<file path="src/rtl/tile_renderer.sv">
// Tile-map pixel stage: maps h_cnt/v_cnt to a tile-ROM address and registers the returned colour.
// Optional GRID_OVERLAY_EN paints pixels on tile borders grey (12'h888).
module tile_renderer #(
    parameter int unsigned TILE_COLS = 20,
    parameter int unsigned TILE_ROWS = 15,
    parameter int unsigned ROM_LAT   = 1,
    parameter logic [3:0]  CLEAR_VAL = 4'd1
) (
    input  logic        clk,
    input  logic        rst,
    input  logic        valid_in,
    input  logic        hsync_in,
    input  logic        vsync_in,
    input  logic [9:0]  h_cnt,
    input  logic [9:0]  v_cnt,
    input  logic        wr_en,
    input  logic [4:0]  wr_col,
    input  logic [3:0]  wr_row,
    input  logic [3:0]  wr_tile,
    output logic        busy,
    output logic [13:0] rom_addr,
    input  logic [11:0] rom_data,
    output logic [3:0]  vgaRed,
    output logic [3:0]  vgaGreen,
    output logic [3:0]  vgaBlue,
    output logic        hsync_out,
    output logic        vsync_out
);
    localparam int unsigned MAP_N = TILE_COLS * TILE_ROWS;
    localparam int unsigned L     = 2 + ROM_LAT;
    localparam int unsigned IDX_W = $clog2(16 * TILE_COLS + 32);

    typedef enum logic {S_CLEAR, S_RUN} state_t;

    state_t           state_q, state_d;
    logic [IDX_W-1:0] clr_idx_q, clr_idx_d;
    logic [3:0]       map_q [MAP_N];

    logic [4:0]       rd_col;
    logic [3:0]       rd_row;
    logic             rd_inr;
    logic [IDX_W-1:0] rd_idx;
    logic [3:0]       rd_tile;
    logic             wr_ok;
    logic [IDX_W-1:0] wr_idx;
    logic             vis_in;
    logic [11:0]      pix;

    logic [13:0]      rom_addr_q;
    logic [L-1:0]     vld_q, hs_q, vs_q;
    logic [11:0]      rgb_q;

    always_comb begin
        state_d   = state_q;
        clr_idx_d = clr_idx_q;
        if (state_q == S_CLEAR) begin
            if (clr_idx_q == IDX_W'(MAP_N - 1)) begin
                state_d   = S_RUN;
                clr_idx_d = '0;
            end else begin
                clr_idx_d = clr_idx_q + IDX_W'(1);
            end
        end
    end

    always_ff @(posedge clk) begin
        if (rst) begin
            state_q   <= S_CLEAR;
            clr_idx_q <= '0;
        end else begin
            state_q   <= state_d;
            clr_idx_q <= clr_idx_d;
        end
    end

    assign busy = (state_q == S_CLEAR);

    // Rows at v_cnt >= 512 are treated as off-map, keeping the map index in bounds.
    assign rd_col  = h_cnt[9:5];
    assign rd_row  = v_cnt[8:5];
    assign rd_inr  = !v_cnt[9] && (32'(rd_col) < TILE_COLS) && (32'(rd_row) < TILE_ROWS);
    assign rd_idx  = rd_inr ? (IDX_W'(rd_row) * IDX_W'(TILE_COLS) + IDX_W'(rd_col)) : '0;
    assign rd_tile = map_q[rd_idx];

    assign wr_ok  = wr_en && (state_q == S_RUN) &&
                    (32'(wr_col) < TILE_COLS) && (32'(wr_row) < TILE_ROWS);
    assign wr_idx = wr_ok ? (IDX_W'(wr_row) * IDX_W'(TILE_COLS) + IDX_W'(wr_col)) : '0;

    always_ff @(posedge clk) begin
        if (state_q == S_CLEAR) begin
            map_q[clr_idx_q] <= CLEAR_VAL;
        end else if (wr_ok) begin
            map_q[wr_idx] <= wr_tile;
        end
    end

    assign vis_in = valid_in && rd_inr && (state_q == S_RUN);

`ifdef GRID_OVERLAY_EN
    logic [L-1:0] grid_q;

    always_ff @(posedge clk) begin
        if (rst) begin
            grid_q <= '0;
        end else begin
            grid_q <= {grid_q[L-2:0], (h_cnt[4:0] == 5'd0) || (v_cnt[4:0] == 5'd0)};
        end
    end

    assign pix = grid_q[L-2] ? 12'h888 : rom_data;
`else
    assign pix = rom_data;
`endif

    // Stage L-2 of the delay line pairs with rom_data, so RGB lands on the same edge as stage L-1.
    always_ff @(posedge clk) begin
        if (rst) begin
            rom_addr_q <= '0;
            vld_q      <= '0;
            hs_q       <= '1;
            vs_q       <= '1;
            rgb_q      <= '0;
        end else begin
            rom_addr_q <= {rd_tile, v_cnt[4:0], h_cnt[4:0]};
            vld_q      <= {vld_q[L-2:0], vis_in};
            hs_q       <= {hs_q[L-2:0], hsync_in};
            vs_q       <= {vs_q[L-2:0], vsync_in};
            rgb_q      <= vld_q[L-2] ? pix : '0;
        end
    end

    assign rom_addr  = rom_addr_q;
    assign vgaRed    = rgb_q[11:8];
    assign vgaGreen  = rgb_q[7:4];
    assign vgaBlue   = rgb_q[3:0];
    assign hsync_out = hs_q[L-1];
    assign vsync_out = vs_q[L-1];
endmodule

</file>
<file path="config.mk">
export PLATFORM = sky130hd
export DESIGN_NAME = tile_renderer
export DESIGN_NICKNAME = d
export VERILOG_FILES = /design/src/rtl/tile_renderer.sv
export SDC_FILE = /design/constraint.sdc
export NUM_CORES = 2
export LEC_CHECK = 0
export ABC_AREA = 1
export CAP_MARGIN = 20
export CORE_ASPECT_RATIO = 0.7
export CORE_MARGIN = 2
export CORE_UTILIZATION = 55
export CTS_CLUSTER_SIZE = 24
export DETAILED_ROUTE_END_ITERATION = 6
export GPL_TIMING_DRIVEN = 0
export HOLD_SLACK_MARGIN = 0.12
export PLACE_DENSITY_LB_ADDON = 0.05
export SETUP_SLACK_MARGIN = 0.02
export SLEW_MARGIN = 20
export SYNTH_ARGS = -nofsm -noshare
export SYNTH_HDL_FRONTEND = slang
export SYNTH_SLANG_ARGS = --single-unit
export TNS_END_PERCENT = 100
</file>
<file path="constraint.sdc">
create_clock -name clk -period 19 [get_ports clk]
set_clock_uncertainty 0.1 [all_clocks]
set_input_delay 4.75 -clock clk [delete_from_list [all_inputs] [get_ports clk]]
set_output_delay 4.75 -clock clk [all_outputs]
set_load 0.02 [all_outputs]
</file>
==> results_tabular.tex <==
\begin{tabular}{lr}
\hline
Metric & Value \\
\hline
\multicolumn{2}{l}{\textbf{Clock tree}} \\
CTS H-tree lvls & 3 \\
Total clock buffers created by CTS & about 120 \\
Clock net sink count & 1244 \\
CTS tree & done \\
Count of instances resized after the clock tree is built & 0 \\
Buffers inserted by post-CTS timing repair & 0 \\
Maximum buffer depth of the clock tree & 3 \\
Insertion delay to the later sink of the worst-skew pair & approximately 0.76 ns \\
Cell at the root of the clock tree & sky130\_fd\_sc\_hd\_\_clkbuf\_16 \\
CTS clk-pin slew, worst paths & 0.06 ns \\
Number of buffers inserted by hold repair at cts & 0 \\
\multicolumn{2}{l}{\textbf{Route}} \\
Initial drt markers & 7943 \\
DR vias/cell & $\sim$6.2 \\
Post-DR wirelength/cell & about 30 um \\
Final routed wirelength across all metal layers & approximately 210 mm \\
Antenna violation net count after detailed routing & 0 \\
Detailed Routing Iterations Pass 1 & 7 \\
Vias after detailed routing & between 40000 and 50000 \\
Post-route DRC & 0 \\
\multicolumn{2}{l}{\textbf{Min path}} \\
Worst hold-check path type & reg -> reg \\
Worst hold start & vld\_q[0]\$\_SDFF\_PP0\_ \\
Endpoint of the worst hold path & vld\_q[1]\$\_SDFF\_PP0\_ \\
Cells on Worst Hold Path & 2 \\
\multicolumn{2}{l}{\textbf{Floorplanning}} \\
Starting density of the core & 0.557 \\
Die width & 385 um \\
Total Die Area & 104000 um\^{}2 \\
Chip Height & around 270 um \\
Number of I/O pins & 80 \\
Core footprint & between 100000 and 150000 um\^{}2 \\
Num rows & a little under 100 \\
\multicolumn{2}{l}{\textbf{Layout}} \\
Final-layout fill cell count & a little over 8000 \\
Number of cells in the finished layout apart from fillers & 7074 \\
Final design utilization & 0.634 \\
Area of all sequential standard cells & 36900 um\^{}2 \\
Relative area change from synthesis to final layout & 13.7\% \\
Ratio of cells with drive above 1 in the final layout & 0.0841 \\
Area occupied by multi-input gates & 14100 um\^{}2 \\
Fin nets & about 5700 \\
\multicolumn{2}{l}{\textbf{Setup path}} \\
Critical path peak fanout & 10 \\
Launching point of the worst reg2reg path & state\_q\$\_SDFF\_PP0\_ \\
Nature of the critical path startpoint & primary input \\
Kind of end point of the critical path & register \\
Path type of the worst setup path & in -> reg \\
Critical Path RT & about 19 ns \\
Setup slack of the most critical reg-to-reg path & $\sim$15 ns \\
Buffer and inverter count on the worst path & 2 \\
Cell chain of the critical path & clkdlybuf4s50\_1 -> ha\_1 -> ha\_1 -> fa\_1 -> xor2\_1 -> nand2\_1 -> xor2\_1 -> o21ai\_0 -> nor2\_1 -> nand4\_1 -> buf\_2 -> nor2\_1 \\
Longest individual stage delay on the worst path & 0.97 ns \\
Logic depth of the worst register-to-register path & 10 \\
Number of cells on the critical path & 12 \\
FF-to-FF End & map\_q[143][0]\$\_DFFE\_PP\_ \\
Crit path arrival time & roughly 9.7 ns \\
Top delay family on crit path & simple AND/OR/NAND/NOR gates \\
Slowest-stage cell, CP & sky130\_fd\_sc\_hd\_\_nand4\_1 \\
\multicolumn{2}{l}{\textbf{Pwr}} \\
Max VDD drop & 0.0737 mV \\
Total power per unit cell area & $\sim$94 nW/um\^{}2 \\
Leakage power summed over all cells & about 25 nW \\
\multicolumn{2}{l}{\textbf{Timing}} \\
Final setup TNS & 0 ns \\
Final setup margin & between 9 and 10 ns \\
Worst-case hold slack & approximately 0.31 ns \\
Highest Clock Rate & about 110 MHz \\
Count of pins over their slew limit & 0 \\
Number of failing hold endpoints at the final stage & 0 \\
Setup-violating endpoint count in the final report & 0 \\
Minimum clock period & $\sim$9.4 ns \\
Transition time of the tightest slew-check pin & 1.25 ns \\
Max-slew headroom at the worst pin & 0.165 \\
Final cycle utilization of the critical path & 0.495 \\
Unrepaired setup endpoints after global routing & no \\
\multicolumn{2}{l}{\textbf{Global routing}} \\
Remaining global-route overflow & 0 \\
Initial antenna violation count & 6 \\
Via count of the first global-routing pass & roughly 41000 \\
Global routing usage summed across all routing layers & 0.393 \\
Maximum number of pins on one net before global-route repair & between 50 and 60 \\
Global-route wire length before repair & between 200 and 300 mm \\
\multicolumn{2}{l}{\textbf{Synth}} \\
Synthesized-area fraction occupied by xor and xnor cells & 0.00156 \\
Synthesized area & between 50000 and 60000 um\^{}2 \\
Yosys synthesis warning count & 0 \\
Mux contribution to synthesized area & 0 \\
Synthesized net count & between 5000 and 6000 \\
Library cells used by synthesis & 44 \\
Synthesized-area fraction occupied by adder cells & 0.00478 \\
Share of the synthesized area in compound gates (AO/OA/AOI/OAI) & 0.0215 \\
Proportion of synthesized chip area in sequential cells & 0.659 \\
Flip-flop and latch count after synthesis & about 1200 \\
Synth Instances & approximately 5400 \\
Area fraction in and, or, nand and nor cells after synthesis & 0.224 \\
Combinational family with the most area after synthesis & simple AND/OR/NAND/NOR gates \\
Mean Syn Cell Area & around 10 um\^{}2 \\
\multicolumn{2}{l}{\textbf{Placement}} \\
Worst slack at placement & slightly above 9 ns \\
GP Congestion & between 1 and 1.5 \\
Input/output buffers & 77 \\
Detailed placer's ending HPWL & between 100 and 150 mm \\
Total placed cells including tap cells & approximately 6800 \\
\multicolumn{2}{l}{\textbf{Run status}} \\
Status & completed \\
\multicolumn{2}{l}{\textbf{Job}} \\
Max\_cap viols & 0 \\
\hline
\end{tabular}
[worst max-delay path by stage]
stage,start,to,slack [ns]
3_3_place_gp,wr_row[1],map_q[91][1]$_DFFE_PP_,-7.21
6_report,wr_row[1],map_q[123][0]$_DFFE_PP_,9.59
4_1_cts,wr_row[1],map_q[123][0]$_DFFE_PP_,9.94
5_1_grt,wr_row[1],map_q[92][3]$_DFFE_PP_,9.57
2_1_floorplan,wr_en,map_q[0][1]$_DFFE_PP_,5.01
3_5_place_dp,wr_row[1],map_q[123][3]$_DFFE_PP_,9.17
[per-layer routing]
| metal | track usage | part of all wire | up-vias |
|---|---|---|---|
| met3 | 0.184 | 0.18 | 484 |
| met2 | 0.509 | 0.39 | 3437 |
| met1 | 0.571 | 0.39 | 21200 |
| met5 | 0.0176 | 0.0014 | - |
| met4 | 0.139 | 0.041 | 10 |
| li1 | - | - | 19000 |
[metrics by stage]
step	total power [mW]	area, um^2
2_1_floorplan	3.29	56000
6_report	6.01	63700
4_1_cts	5.96	63700
3_5_place_dp	3.51	59600
5_1_grt	6.11	63700
3_3_place_gp	3.51	58500
[report_power, final]
part	leakage [nW]	total (mW)	internal [mW]	switching [mW]
registers	13.5	2.97	2.97	0.00192
logic	9.71	0.523	0.124	0.399
clock network	1.97	2.52	1.44	1.08
total	25.2	6.01	4.53	1.48
[cell families (layout without fill, tap and decap cells)]
family | count (synthesis) | in the layout
buf+inv | 1281 | 1632
other cells | 0 | 4
simple gates | 2652 | 2652
compound gates | 177 | 177
flops | 1244 | 1244
xor+xnor | 10 | 10
fa+ha+maj | 19 | 19
[sequential cells by signal (all words and copies together) (netlist names)]
signal,flops
rom_addr,14
map_q,1200
vld_q,2
hs_q,3
rgb_q,12
state_q,1
vs_q,3
clr_idx_q,9
[cell usage in the layout, fill, tap and decap left out, drive strengths merged, types with 6 or more instances in the layout]
| cell type | n |
|---|---|
| edfxtp | 1200 |
| xor2 | 8 |
| o211ai | 100 |
| or2 | 91 |
| ha | 15 |
| bufinv | 18 |
| buf | 248 |
| a21oi | 17 |
| nand3 | 992 |
| o21ai | 42 |
| o21a | 7 |
| clkinv | 49 |
| clkinvlp | 6 |
| nor2 | 391 |
| nand4 | 401 |
| nor3 | 10 |
| dfxtp | 44 |
| nand2 | 758 |
| clkdlybuf4s50 | 77 |
| inv | 904 |
| o221ai | 6 |
| clkbuf | 330 |
[layout make-up]
| class | instances | share of cell area |
|---|---|---|
| Clock buffer | 151 | 0.0506 |
| Sequential cell | 1244 | 0.580 |
| Clock inverter | 75 | 0.0129 |
| Antenna cell | 4 | 0.000157 |
| Inverter | 902 | 0.0532 |
| Multi-Input combinational cell | 2858 | 0.222 |
| Timing Repair Buffer | 125 | 0.0299 |
| Tap cell | 1336 | 0.0262 |
| Buffer | 379 | 0.0253 |
[Yosys cell counts, drive strengths merged]
cell type  count  share of area
or2           91          0.010
ha            15         0.0034
nand3        992          0.089
a21oi         17         0.0015
o211ai       100          0.013
o221ai         6        0.00094
fa             4         0.0014
clkinv         2        0.00013
a41oi          1        0.00016
nor2         391          0.027
clkbuf       178          0.012
a211oi         1        0.00013
nand3b         3        0.00040
xnor2          2        0.00031
xor2           8         0.0013
o21ai         42         0.0040
a21o           1        0.00013
nand4        401          0.045
nand2        758          0.051
dfxtp         44          0.016
nor3b          2        0.00027
nor3          10         0.0015
a31oi          2        0.00022
edfxtp      1200           0.64
and3           2        0.00022
inv          900          0.060
and2           1        0.00011
nor4           1        0.00011
o21a           7        0.00094
buf          201          0.017
[worst reg2reg max path: stages, from the launching register on]
cell and delay [ns]:
sky130_fd_sc_hd__dfxtp_1 0.32, sky130_fd_sc_hd__nand2_1 0.06, sky130_fd_sc_hd__a41oi_1 0.16, sky130_fd_sc_hd__nand2_1 0.08
sky130_fd_sc_hd__buf_2 0.19, sky130_fd_sc_hd__buf_6 0.17, sky130_fd_sc_hd__o21ai_0 0.35, sky130_fd_sc_hd__clkbuf_1 0.51
sky130_fd_sc_hd__nand4_1 1.00, sky130_fd_sc_hd__buf_2 0.61, sky130_fd_sc_hd__nor2_1 0.49
No activity file was read; power rests on OpenSTA's default activity.
